**config.mk**
```make
export PLATFORM = sky130hd
export DESIGN_NAME = sort_three_floats_seq
export DESIGN_NICKNAME = d
export VERILOG_FILES = /design/src/rtl/sort_three_floats_seq.sv
export SDC_FILE = /design/constraint.sdc
export NUM_CORES = 1
export LEC_CHECK = 0
export ABC_AREA = 1
export CAP_MARGIN = 10
export CORE_ASPECT_RATIO = 0.9
export CORE_MARGIN = 5
export CORE_UTILIZATION = 35
export CTS_CLUSTER_SIZE = 30
export DETAILED_ROUTE_END_ITERATION = 16
export REMOVE_ABC_BUFFERS = 1
export SYNTH_ARGS = -nofsm -noshare
export SYNTH_HDL_FRONTEND = slang
export SYNTH_SLANG_ARGS = --single-unit
```
**constraint.sdc**
```tcl
create_clock -name clk -period 4 [get_ports clk]
set_clock_uncertainty 0.1 [all_clocks]
set_input_delay 0.6 -clock clk [delete_from_list [all_inputs] [get_ports clk]]
set_output_delay 0.6 -clock clk [all_outputs]
set_load 0.02 [all_outputs]
```
**src/rtl/sort_three_floats_seq.sv**
```systemverilog
// ---------------------------------------------------------------------------
// sort_three_floats_seq
//
// Purpose
//   Accepts three IEEE-754 words over a valid/ready stream and sorts them
//   with a three-step compare-and-swap network: (r0,r1), (r1,r2), (r0,r1).
//   A single floating-point less-or-equal comparator is shared by all three
//   steps. The words are then emitted smallest first. If any comparison saw
//   a NaN operand, every word of that triple is flagged with down_err. In
//   that case the words still leave as a permutation of the inputs.
//
// Ports
//   clk         in   rising-edge clock
//   rst         in   asynchronous active-low reset
//   up_valid    in   up_data carries an input word
//   up_ready    out  block accepts an input word (LOAD state only)
//   up_data     in   FLEN-bit input float
//   down_valid  out  down_data / down_err are valid (OUT state only)
//   down_ready  in   consumer accepts the output word
//   down_data   out  FLEN-bit sorted output float
//   down_err    out  current triple had a comparison error
//
// Also contained here:
//   sort_three_floats_cfg_pkg  word-width configuration (FLEN)
//   f_less_or_equal            combinational IEEE-754 a <= b comparator
// ---------------------------------------------------------------------------

package sort_three_floats_cfg_pkg;
  // Word width of the floating-point datapath (FP64).
  localparam int FLEN = 64;
  // Exponent width that matches FLEN.
  localparam int NE   = (FLEN == 32) ? 8 : 11;
endpackage

// ---------------------------------------------------------------------------
// f_less_or_equal
//   res_o = 1 when a <= b under IEEE-754 ordering. -0 and +0 compare equal.
//   A NaN in either operand gives res_o = 0 and err_o = 1.
// Ports
//   a_i, b_i  in   operands
//   res_o     out  a <= b
//   err_o     out  at least one operand is NaN
// ---------------------------------------------------------------------------
module f_less_or_equal
  import sort_three_floats_cfg_pkg::*;
(
  input  logic [FLEN-1:0] a_i,
  input  logic [FLEN-1:0] b_i,
  output logic            res_o,
  output logic            err_o
);

  localparam int NF = FLEN - 1 - NE;

  logic            sign_a;
  logic            sign_b;
  logic [FLEN-2:0] mag_a;
  logic [FLEN-2:0] mag_b;
  logic            nan_a;
  logic            nan_b;
  logic            both_zero;
  logic            ordered_le;

  assign sign_a = a_i[FLEN-1];
  assign sign_b = b_i[FLEN-1];
  assign mag_a  = a_i[FLEN-2:0];
  assign mag_b  = b_i[FLEN-2:0];

  // A NaN has an all-ones exponent and a non-zero fraction.
  assign nan_a = (&a_i[FLEN-2 -: NE]) && (|a_i[NF-1:0]);
  assign nan_b = (&b_i[FLEN-2 -: NE]) && (|b_i[NF-1:0]);

  // The two zeros differ only in sign, so they must count as equal.
  assign both_zero = (mag_a == '0) && (mag_b == '0);

  always_comb begin
    ordered_le = 1'b0;
    if (both_zero) begin
      ordered_le = 1'b1;
    end else if (sign_a != sign_b) begin
      // Mixed signs: a <= b exactly when a is the negative one.
      ordered_le = sign_a;
    end else if (!sign_a) begin
      ordered_le = (mag_a <= mag_b);
    end else begin
      // Both negative: a larger magnitude is the smaller value.
      ordered_le = (mag_a >= mag_b);
    end
  end

  assign err_o = nan_a | nan_b;
  assign res_o = ordered_le & ~err_o;

endmodule

// ---------------------------------------------------------------------------
// sort_three_floats_seq (top)
// ---------------------------------------------------------------------------
module sort_three_floats_seq
  import sort_three_floats_cfg_pkg::*;
(
  input  logic            clk,
  input  logic            rst,
  input  logic            up_valid,
  output logic            up_ready,
  input  logic [FLEN-1:0] up_data,
  output logic            down_valid,
  input  logic            down_ready,
  output logic [FLEN-1:0] down_data,
  output logic            down_err
);

  typedef enum logic [2:0] {
    LOAD  = 3'd0,
    CMP_A = 3'd1,
    CMP_B = 3'd2,
    CMP_C = 3'd3,
    OUT   = 3'd4
  } state_e;

  state_e                state_q;
  state_e                state_d;
  logic [1:0]            in_idx_q;
  logic [1:0]            in_idx_d;
  logic [1:0]            out_idx_q;
  logic [1:0]            out_idx_d;
  logic                  err_acc_q;
  logic                  err_acc_d;
  logic [2:0][FLEN-1:0]  r_q;
  logic [2:0][FLEN-1:0]  r_d;

  // Shared comparator operands and results.
  logic                  cmp_active;
  logic [1:0]            lo_idx;
  logic [1:0]            hi_idx;
  logic [FLEN-1:0]       cmp_a;
  logic [FLEN-1:0]       cmp_b;
  logic                  cmp_res;
  logic                  cmp_err;
  logic                  do_swap;
  logic                  load_xfer;

  // -------------------------------------------------------------------------
  // Operand selection. CMP_B works on (r1,r2); CMP_A and CMP_C work on (r0,r1).
  // -------------------------------------------------------------------------
  assign cmp_active = (state_q == CMP_A) || (state_q == CMP_B) || (state_q == CMP_C);
  assign lo_idx     = (state_q == CMP_B) ? 2'd1 : 2'd0;
  assign hi_idx     = lo_idx + 2'd1;

  always_comb begin
    cmp_a = r_q[0];
    cmp_b = r_q[1];
    if (lo_idx == 2'd1) begin
      cmp_a = r_q[1];
      cmp_b = r_q[2];
    end
  end

  f_less_or_equal u_cmp (
    .a_i   (cmp_a),
    .b_i   (cmp_b),
    .res_o (cmp_res),
    .err_o (cmp_err)
  );

  // Swap only on a strict "greater than" (or an unordered NaN pair). Equal
  // words stay put, so the network keeps equal values in arrival order.
  assign do_swap   = cmp_active && !cmp_res;
  assign load_xfer = (state_q == LOAD) && up_valid;

  // -------------------------------------------------------------------------
  // Register-file next state, one slice per word. A slice is written by a
  // load into its slot, or takes its partner's value during a swap.
  // -------------------------------------------------------------------------
  genvar gi;
  generate
    for (gi = 0; gi < 3; gi++) begin : g_word
      logic load_we;
      logic swap_lo_we;
      logic swap_hi_we;

      assign load_we    = load_xfer && (in_idx_q == 2'(gi));
      assign swap_lo_we = do_swap && (lo_idx == 2'(gi));
      assign swap_hi_we = do_swap && (hi_idx == 2'(gi));

      assign r_d[gi] = load_we    ? up_data :
                       swap_lo_we ? cmp_b   :
                       swap_hi_we ? cmp_a   :
                                    r_q[gi];
    end
  endgenerate

  // -------------------------------------------------------------------------
  // Control next state.
  // -------------------------------------------------------------------------
  always_comb begin
    state_d   = state_q;
    in_idx_d  = in_idx_q;
    out_idx_d = out_idx_q;
    err_acc_d = err_acc_q;

    unique case (state_q)
      LOAD: begin
        if (up_valid) begin
          if (in_idx_q == 2'd2) begin
            in_idx_d  = 2'd0;
            err_acc_d = 1'b0;     // a fresh triple starts with a clean flag
            state_d   = CMP_A;
          end else begin
            in_idx_d  = in_idx_q + 2'd1;
          end
        end
      end

      CMP_A: begin
        err_acc_d = err_acc_q | cmp_err;
        state_d   = CMP_B;
      end

      CMP_B: begin
        err_acc_d = err_acc_q | cmp_err;
        state_d   = CMP_C;
      end

      CMP_C: begin
        err_acc_d = err_acc_q | cmp_err;
        state_d   = OUT;
      end

      OUT: begin
        if (down_ready) begin
          if (out_idx_q == 2'd2) begin
            out_idx_d = 2'd0;
            state_d   = LOAD;
          end else begin
            out_idx_d = out_idx_q + 2'd1;
          end
        end
      end

      default: begin
        state_d   = LOAD;
        in_idx_d  = 2'd0;
        out_idx_d = 2'd0;
      end
    endcase
  end

  // -------------------------------------------------------------------------
  // State registers
  // -------------------------------------------------------------------------
  always_ff @(posedge clk or negedge rst) begin
    if (!rst) begin
      state_q   <= LOAD;
      in_idx_q  <= 2'd0;
      out_idx_q <= 2'd0;
      err_acc_q <= 1'b0;
      r_q       <= '0;
    end else begin
      state_q   <= state_d;
      in_idx_q  <= in_idx_d;
      out_idx_q <= out_idx_d;
      err_acc_q <= err_acc_d;
      r_q       <= r_d;
    end
  end

  // -------------------------------------------------------------------------
  // Outputs. All of them come straight from registers, so they stay stable
  // while the consumer applies backpressure.
  // -------------------------------------------------------------------------
  assign up_ready   = (state_q == LOAD);
  assign down_valid = (state_q == OUT);
  assign down_err   = err_acc_q;

  always_comb begin
    down_data = '0;
    if (state_q == OUT) begin
      unique case (out_idx_q)
        2'd0:    down_data = r_q[0];
        2'd1:    down_data = r_q[1];
        2'd2:    down_data = r_q[2];
        default: down_data = '0;
      endcase
    end
  end

endmodule

```
# Word level (Yosys, flattened, before mapping)
# Cells that the tools add are included.
# word_totals
reg_bits	200
in_bits	68
out_inout_bits	67
elab_cells	105
# classes
addsub	3
magnitude_cmp	2
n_eq_ne	17
n_mux	31
n_bitwise	6
reduce_logical	39
# ops
cell	count
$mux W64	12
$pmux W64 S3	1
$logic_not A63 Y1	2
$reduce_or A52 Y1	2
$ge A63 B63 Y1	1
$le A63 B63 Y1	1
$reduce_and A11 Y1	2
$pmux W3 S5	1
$logic_and A1 B1 Y1	14
$mux W3	4
$reduce_bool A3 Y1	3
$logic_not A2 Y1	4
$mux W2	4
$pmux W2 S2	2
$reduce_or A4 Y1	2
$eq A2 B1 Y1 const B	3
$eq A2 B2 Y1 const B	3
$eq A3 B2 Y1 const B	2
$mux W1	6
$ne A2 B1 Y1 const B	3
$add A2 B1 Y2 const B	2
$reduce_and A2 Y1	2
$reduce_and A4 Y1	1
$eq A3 B1 Y1 const B	1
other kinds (16)	20

# Logic depth before layout (Yosys ltp)
# Gate-level depths: netlist of the first run.
# depth
word_depth	15
depth_mapped	33
ltp_nobuf	29

# By module
# From an unflattened synthesis of the first run, not the netlist that was laid out.
# hier_totals
hier_cells	2404
area_unflattened_um2	15263.4
# by_module_without_submodules
module	n_inst	cells_per_inst	area_each_um2	seq_area_each_um2
sort_three_floats_seq	1	2012	13006.2	5004.8
f_less_or_equal	1	392	2257.2	0.0

# Worst setup path after synthesis of the first run
# No wires, ideal clock.
# synth_path
path_kind	register -> register
startpoint	register state_q[2]
endpoint	register r_q[25] (netlist name)
setup_ns	0.124
arrival_ns	3.280
t_required_ns	3.776
path_slack_ns	0.496
stages_incl_launch_ff	23
cell_sequence	dfrtp_1 nor2_4 nand2_2 buf_6 clkbuf_1 o21ai_0 inv_1 ha_1 nand2_1 nor4_1 nand4_1 nor3_1 nand2_1 nand2_1 nand2_1 nand2_1 nand3_2 nand2_4 buf_2 buf_2 nand3_1 o211ai_1 nand2_1
# synth_via
elab_chain_len	14
elab_cells_between_ends	41
classes_between	add/sub (1); order compare (2); eq/ne (5); mux (9); bitwise (3); reduce/logical (21)
# synth_rtl
item	line	text
start: declaration	121	state_e state_q;
start signal: assignment	260	state_q <= state_d;
$eq A3 B2 Y1	146, 147	
$mux W1	147	assign lo_idx = (state_q == CMP_B) ? 2'd1 : 2'd0;
$eq A1 B1 Y1	153	if (lo_idx == 2'd1) begin
$mux W64	153	
$le A63 B63 Y1 (tied with other cells)	84	ordered_le = (mag_a <= mag_b);
$mux W1 (tied with other cells)	83	end else if (!sign_a) begin
$mux W1 / $or A1 B1 Y1 (equally long branches)	80, 91	
$mux W1 / $not A1 Y1 (equally long branches)	78, 92	
$and A1 B1 Y1	92	assign res_o = ordered_le & ~err_o;
$logic_not A1 Y1	168	assign do_swap = cmp_active && !cmp_res;
$logic_and A1 B1 Y1	168	
$logic_and A1 B1 Y1	183	assign swap_lo_we = do_swap && (lo_idx == 2'(gi));
$mux W64	187	swap_lo_we ? cmp_b :
$mux W64	186	assign r_d[gi] = load_we ? up_data :
end signal: assignment	264	r_q <= r_d;
end: declaration	129	logic [2:0][FLEN-1:0] r_q;
# Several ways; a longest one is shown, not always the timed one. The select of a mux whose other input is x is not followed.
# A chain may end at the register's enable or synchronous reset.

# Final worst setup path of the first run
# layout_path
startpoint	register state_q[2]
endpoint	register r_q[141] (netlist name)
# Same word-level chain as after synthesis.

==> metrics.txt, run 1 <==
# TYPE chip_impl_metric gauge
chip_impl_info{name="outcome",value="finished, final reports clean"} 1
chip_impl_metric{name="layout_net_count",unit=""} 2775
chip_impl_metric{name="timing.final.setup_violations",unit=""} 0
chip_impl_metric{name="final_max_slew_viol_count",unit=""} 0
chip_impl_metric{name="gr-usage-met1",unit=""} 0.377
chip_impl_metric{name="clock_tree.htree_level_count",unit=""} 4
chip_impl_metric{name="drt.antenna.violating_nets",unit=""} 0
chip_impl_metric{name="multi_input_comb_area",unit="um2"} 9620
chip_impl_metric{name="synth_edf_count",unit=""} 0
chip_impl_metric{name="initial_core_util",unit=""} 0.355
chip_impl_metric{name="critical_path.max_stage_delay",unit="ns"} 0.43
chip_impl_info{name="synth.area.top_cells",value="dfrtp_1, nand2_1, nand3_1"} 1
chip_impl_info{name="worst-setup-path-type",value="reg2reg"} 1
chip_impl_metric{name="post_layout_nonfiller_instances",unit=""} 3259
chip_impl_metric{name="clk_pin_slew",unit="ns"} 0.08
chip_impl_info{name="synth_top_area_cell",value="dfrtp_1"} 1
chip_impl_metric{name="min_period",unit="ns"} 3.99
chip_impl_metric{name="core.rowCount",unit=""} 73
chip_impl_info{name="cp_common_cell",value="nand2_1"} 1
chip_impl_metric{name="track_usage",unit=""} 0.264
chip_impl_metric{name="pin_count_of_the_biggest_net_entering_global_routing",unit=""} 94
chip_impl_metric{name="worst-endpoint-required",unit="ns"} 4.25
chip_impl_metric{name="die-height",unit="um"} 211
chip_impl_metric{name="grt_remaining_overflow",unit=""} 0
chip_impl_metric{name="path_buf_inv",unit=""} 5
chip_impl_info{name="synth.most_common_cell",value="nand2_1"} 1
chip_impl_info{name="critical_path.top_delay_family",value="simple AND/OR/NAND/NOR gates"} 1
chip_impl_info{name="critical_path.endpoint_type",value="flip-flop"} 1
chip_impl_metric{name="antenna_found_initial",unit=""} 0
chip_impl_metric{name="io_buffers",unit=""} 134
chip_impl_metric{name="detail_route.drc_violations",unit=""} 0
chip_impl_info{name="worstReg2RegStart",value="state_q[2]"} 1
chip_impl_metric{name="floorplan.core_area",unit="um2"} 44400
chip_impl_metric{name="grtUsageMet2",unit=""} 0.404
chip_impl_metric{name="timing.final.crit_share",unit=""} 0.998
chip_impl_info{name="top_usage_layer",value="met2"} 1
chip_impl_metric{name="number_of_instances_in_the_synthesized_netlist",unit=""} 2426
chip_impl_metric{name="final_hold_violations",unit=""} 0
chip_impl_metric{name="drt-initial-drc-count",unit=""} 2914
chip_impl_metric{name="postSynth.asyncResetShare",unit=""} 1.00
chip_impl_metric{name="dieWidth",unit="um"} 234
chip_impl_info{name="synth.cells.most_frequent",value="nand2_1, nand3_1, inv_1"} 1
chip_impl_info{name="critPathLaunchType",value="flip-flop"} 1
chip_impl_metric{name="critical_path_arrival",unit="ns"} 4.24
chip_impl_info{name="tritoncts",value="yes"} 1
chip_impl_metric{name="drive_gt1_frac",unit=""} 0.153
chip_impl_metric{name="fin_setup_tns",unit="ns"} 0
chip_impl_metric{name="grt.met3_usage",unit=""} 0.0542
chip_impl_metric{name="wl_per_cell",unit="um"} 22.7
chip_impl_metric{name="r2r_cells",unit=""} 25
chip_impl_metric{name="max_cap_violations",unit=""} 0
chip_impl_metric{name="vias_per_cell",unit=""} 5.92
chip_impl_metric{name="gp_congestion",unit=""} 0.928
chip_impl_metric{name="insertion_delay",unit="ns"} 0.48
chip_impl_metric{name="via_count_of_the_first_global_routing_pass",unit=""} 17100
chip_impl_metric{name="worst_slew_margin_rel",unit=""} 0.229
chip_impl_metric{name="synth_top_area_share",unit=""} 0.317
chip_impl_metric{name="fillerInstances",unit=""} 4490
chip_impl_info{name="timing.critical_path.from",value="state_q[2]"} 1
chip_impl_metric{name="placement.cell_area",unit="um2"} 18800
chip_impl_metric{name="placed_cells_incl_taps",unit=""} 3166
chip_impl_info{name="cts.root.buffer_cell",value="clkbuf_16"} 1
chip_impl_metric{name="synth_area",unit="um2"} 15800
chip_impl_metric{name="areaGrowthSynthToFinish",unit="%"} 32.8
chip_impl_metric{name="seq_area_frac_synth",unit=""} 0.317
chip_impl_metric{name="path_max_fanout",unit=""} 12
chip_impl_metric{name="global_route_wire_length_before_repair",unit="um"} 102000
chip_impl_metric{name="ys_types",unit=""} 35
chip_impl_metric{name="tritoncts_buffers",unit=""} 17
chip_impl_info{name="dominantRegCellSynth",value="dfrtp_1"} 1
chip_impl_metric{name="achievable-frequency",unit="MHz"} 251
chip_impl_metric{name="ffs_latches_synth",unit=""} 200
chip_impl_metric{name="route.final.wire_length",unit="um"} 73900
chip_impl_info{name="worstReg2RegEnd",value="r_q[141]"} 1
chip_impl_metric{name="cts.sinks",unit=""} 200
chip_impl_metric{name="detailroute.via_count",unit=""} 19300
chip_impl_metric{name="drt-pass1-iter-count",unit=""} 8
chip_impl_metric{name="antenna_cells_inserted",unit=""} 0
chip_impl_metric{name="dieArea",unit="um2"} 49400
chip_impl_metric{name="top_level_ports",unit=""} 135
chip_impl_metric{name="worst_pin_slew",unit="ns"} 1.15
chip_impl_info{name="worst_hold_path_type",value="in2async"} 1
chip_impl_metric{name="register_area",unit="um2"} 5010
chip_impl_metric{name="number_of_buffers_between_clock_root_and_the_deepest_sink",unit=""} 2
chip_impl_metric{name="layout.cell_area.non_filler",unit="um2"} 21000
chip_impl_metric{name="syn-mean-instance-area",unit="um2"} 6.50
chip_impl_metric{name="synth_warnings",unit=""} 0
chip_impl_info{name="crit_slowest_cell",value="o21ai_0"} 1
chip_impl_info{name="rsz_0062_raised_after_global_routing",value="true"} 1
chip_impl_metric{name="worst-r2r-setup-slack",unit="ns"} 0.008
chip_impl_metric{name="dpl.hpwl",unit="um"} 45000
-- stage by stage --
stage / setup slack, ns / hold WS [ns] / util
2_1_floorplan: -5.24 / 0.204 / -
3_3_place_gp: -0.0341 / 0.363 / 0.422
3_5_place_dp: -0.0189 / 0.365 / 0.422
4_1_cts: 0.0142 / 0.170 / 0.436
5_1_grt: -0.0722 / 0.218 / 0.472
6_report: 0.00824 / 0.142 / 0.472
-- cells by family after synthesis --
family | after synthesis | share of synthesized area
compound gates | 430 | 0.168
fa+ha+maj | 60 | 0.0476
buf+inv | 457 | 0.120
flops | 200 | 0.317
simple gates | 1279 | 0.348
-- flip-flops by register name, summed over array words and instances (netlist names) --
signal     cells
state_q        3
down_err       1
out_idx_q      2
r_q          192
in_idx_q       2
-- area by class of cell --
type	count	share of cell area
multi-input combinational	1770	0.459
sequential	200	0.239
timing repair buffer	368	0.185
inverter	290	0.0526
tap	600	0.0358
clock buffer	21	0.0220
clock inverter	10	0.00686
-- cells in the final DEF, fill, tap and decap left out, types with 5 or more instances in the layout --
master / Yosys / routed
clkdlybuf4s50_1: 0 / 133
ha_1: 60 / 39
a21oi_2: 0 / 8
buf_12: 0 / 27
o21a_1: 39 / 36
dfrtp_1: 200 / 199
nand2_1: 751 / 729
a21oi_1: 77 / 69
buf_4: 18 / 169
nand3_2: 1 / 6
buf_6: 7 / 15
nor3_1: 33 / 27
nor3_2: 0 / 6
o21ai_0: 135 / 96
nand2_2: 4 / 15
ha_4: 0 / 19
nand3_1: 335 / 330
nor3b_1: 14 / 11
o21ai_1: 25 / 42
o221ai_1: 8 / 8
o21ai_2: 4 / 24
nor4_1: 17 / 13
o211ai_1: 128 / 128
inv_2: 6 / 15
nand4_1: 30 / 30
clkbuf_16: 0 / 33
nor2_1: 85 / 77
o22ai_1: 5 / 5
inv_1: 283 / 270
nand2_4: 1 / 7
nand2_8: 0 / 6
nor2_4: 2 / 6
-- worst max-delay path by stage --
| stage | endpoint | slack, ns | depth (start not counted) |
|---|---|---|---|
| 2_1_floorplan | r_q[14] | -5.24 | 19 |
| 4_1_cts | r_q[79] | 0.01 | 23 |
| 3_5_place_dp | r_q[103] | -0.02 | 24 |
| 6_report | r_q[141] | 0.008 | 25 |
| 3_3_place_gp | r_q[48] | -0.03 | 22 |
| 5_1_grt | r_q[75] | -0.07 | 24 |
-- routing by layer --
layer / part of all wire / wire, um
met1: 0.40 / 29900
met2: 0.43 / 31900
met3: 0.13 / 9350
met4: 0.037 / 2770
met5: 0 / 0
-- what timing repair did --
action / 4_1_cts / 5_1_grt
buffers inserted: 0 / 36
hold buffers: 0 / 0
cloned: 0 / 27
pin swaps: 0 / 21
endpoints found under the setup margin: 48 / 192
gates resized for setup: 3 / 192
Power of run 1 is not shown: default switching activity piles up to over one toggle a cycle in this logic, so the estimate is an artifact.
==> inputs of run 2 (changes only) <==
Settings changed: SKIP_LAST_GASP from default to 1.
==> run 2 against run 1 <==
Critical path depth fell by 1. Die area unchanged. Sequential share of layout area about the same. Core utilization is essentially flat. Non-clock buffer count is the same. Register-to-register slack improved by 0.02 ns. Global-route usage unchanged. Via count is 1.1% lower. Critical path type unchanged. Highest routed layer unchanged.
==> metrics.txt, run 2 (synthesis results as in run 1) <==
# TYPE chip_impl_metric gauge
chip_impl_metric{name="dpl.hpwl",unit="um"} 45000
chip_impl_metric{name="drive_gt1_frac",unit=""} 0.151
chip_impl_info{name="rsz_0062_raised_after_global_routing",value="true"} 1
chip_impl_metric{name="final_critical_path_setup_slack",unit="ns"} 0.0243
chip_impl_metric{name="track_usage",unit=""} 0.264
chip_impl_metric{name="insertion_delay",unit="ns"} 0.48
chip_impl_info{name="worstReg2RegStart",value="state_q[2]"} 1
chip_impl_metric{name="drt-initial-drc-count",unit=""} 3018
chip_impl_metric{name="critical_path.max_stage_delay",unit="ns"} 0.42
chip_impl_info{name="critPathLaunchType",value="flip-flop"} 1
chip_impl_metric{name="route.final.wire_length",unit="um"} 73700
chip_impl_metric{name="wl_per_cell",unit="um"} 22.6
chip_impl_info{name="cts.root.buffer_cell",value="clkbuf_16"} 1
chip_impl_info{name="largestRegisters",value="r_q x192, state_q x3"} 1
chip_impl_metric{name="via_count_of_the_first_global_routing_pass",unit=""} 17100
chip_impl_metric{name="global_route_wire_length_before_repair",unit="um"} 102000
chip_impl_metric{name="io_buffers",unit=""} 134
chip_impl_metric{name="floorplan.core_area",unit="um2"} 44400
chip_impl_info{name="worst_hold_path_type",value="in2async"} 1
chip_impl_metric{name="worst-endpoint-required",unit="ns"} 4.32
chip_impl_metric{name="number_of_buffers_between_clock_root_and_the_deepest_sink",unit=""} 2
chip_impl_metric{name="worst-r2r-setup-slack",unit="ns"} 0.02
chip_impl_metric{name="drt-pass1-iter-count",unit=""} 6
chip_impl_info{name="most_frequent_standard_cell_in_the_layout_excluding_fill_and_tap_cells",value="nand2_1"} 1
chip_impl_info{name="timing.critical_path.from",value="state_q[2]"} 1
chip_impl_metric{name="timing.final.crit_share",unit=""} 0.994
chip_impl_metric{name="layout_net_count",unit=""} 2775
chip_impl_metric{name="cts-hold-fix-buffers",unit=""} 0
chip_impl_metric{name="die-height",unit="um"} 211
chip_impl_metric{name="worst_slew_margin_rel",unit=""} 0.241
chip_impl_info{name="crit_slowest_cell",value="dfrtp_1"} 1
chip_impl_metric{name="worst_pin_slew",unit="ns"} 1.14
chip_impl_metric{name="detail_route.drc_violations",unit=""} 0
chip_impl_metric{name="antenna_found_initial",unit=""} 0
chip_impl_metric{name="achievable-frequency",unit="MHz"} 252
chip_impl_metric{name="final_hold_violations",unit=""} 0
chip_impl_info{name="max_flop_register",value="r_q"} 1
chip_impl_metric{name="top_level_ports",unit=""} 135
chip_impl_metric{name="largest_register_ff_count",unit=""} 192
chip_impl_metric{name="timing.final.setup_violations",unit=""} 0
chip_impl_info{name="cp_common_cell",value="nand2_1"} 1
chip_impl_metric{name="dieWidth",unit="um"} 234
chip_impl_metric{name="vias_per_cell",unit=""} 5.85
chip_impl_info{name="tritoncts",value="yes"} 1
chip_impl_info{name="worstReg2RegEnd",value="r_q[90]"} 1
chip_impl_metric{name="dieArea",unit="um2"} 49400
chip_impl_metric{name="grt_remaining_overflow",unit=""} 0
chip_impl_metric{name="detailroute.via_count",unit=""} 19100
chip_impl_metric{name="areaGrowthSynthToFinish",unit="%"} 32.7
chip_impl_metric{name="max_cap_violations",unit=""} 0
chip_impl_metric{name="r2r_cells",unit=""} 24
chip_impl_info{name="final_cell_mix",value="nand2_1, nand3_1, inv_1"} 1
chip_impl_info{name="outcome",value="finished, final reports clean"} 1
chip_impl_metric{name="antenna_cells_inserted",unit=""} 0
chip_impl_metric{name="core.rowCount",unit=""} 73
chip_impl_metric{name="initial_core_util",unit=""} 0.355
chip_impl_info{name="crit_chain",value="nor2_4, nand2_8, buf_6, buf_4, clkbuf_16, o21ai_0, buf_4, nand2_1, nor3_1, nand3_1, nor2_1, nand3_1, buf_4, nand4_1, nand2_1, inv_2, nand2_8, nand2_8, inv_4, nor2_4, buf_12, buf_6, nand2_1, nand2_1"} 1
chip_impl_info{name="worst-setup-path-type",value="reg2reg"} 1
chip_impl_metric{name="drt.antenna.violating_nets",unit=""} 0
chip_impl_metric{name="tritoncts_buffers",unit=""} 17
chip_impl_metric{name="final_max_slew_viol_count",unit=""} 0
chip_impl_info{name="worstSetupEndpoint",value="r_q[90]"} 1
chip_impl_metric{name="path_max_fanout",unit=""} 17
chip_impl_metric{name="gp_congestion",unit=""} 0.928
chip_impl_info{name="critical_path.endpoint_type",value="flip-flop"} 1
chip_impl_metric{name="critical_path_arrival",unit="ns"} 4.29
chip_impl_metric{name="cts.sinks",unit=""} 200
chip_impl_metric{name="pin_count_of_the_biggest_net_entering_global_routing",unit=""} 94
chip_impl_metric{name="clk_pin_slew",unit="ns"} 0.08
chip_impl_metric{name="min_period",unit="ns"} 3.98
chip_impl_metric{name="dp_slack",unit="ns"} -0.0189
chip_impl_metric{name="clock_tree.htree_level_count",unit=""} 4
-- run 2: layer usage --
metal / track usage / vias up / share of wire
met4: 0.0775 / 0 / 0.036
met1: 0.377 / 9056 / 0.41
met5: 0 / - / 0
met2: 0.404 / 1321 / 0.43
met3: 0.0542 / 207 / 0.12
li1: - / 8478 / -
-- run 2: timing repair --
item,CTS,global route
setup buffers,0,36
gates resized for setup,3,184
endpoints found under the setup margin,48,192
pin swaps,0,21
cloned,0,27
-- run 2: worst min path at each step --
stage | from | to | slack [ns] | cells past startpoint
final | rst | r_q[74] | 0.15 | 1
after global routing | rst | r_q[74] | 0.22 | 1
after CTS | rst | r_q[69] | 0.17 | 1
after detailed placement | r_q[85] | r_q[85] | 0.37 | 2
after global placement | r_q[67] | r_q[67] | 0.36 | 2
after floorplan | rst | down_err | 0.20 | 0
-- run 2: final cells by class --
cell class                      count  area [um2]
Clock buffer                       21         460
Sequential cell                   200        5010
Tap cell                          600         751
Clock inverter                     10         144
Timing Repair Buffer              368        3870
Inverter                          290        1100
Multi-Input combinational cell   1770        9600
Fill cell                        4490       23400
-- run 2: through the flow --
stage,std cells,TNS [ns],instance area [um2],hold slack [ns],utilization
5_1_grt,3259,-4.75,20900,0.218,0.472
3_3_place_gp,3166,-1.14,18800,0.363,0.422
3_5_place_dp,3166,-0.100,18800,0.365,0.422
6_report,3259,0,20900,0.153,0.472
2_1_floorplan,2259,-840.65,15000,0.204,-
4_1_cts,3197,0,19400,0.170,0.436
-- run 2: worst max-delay path, delay by kind of cell (launching register included) --
kind                   cells  cell delay, ns
buffers and inverters      9            1.44
and+or+nand+nor           14            1.70
AOI/OAI and AO/OA          1            0.27
DFF                        1            0.42
Power of run 2 is left out for the same reason.
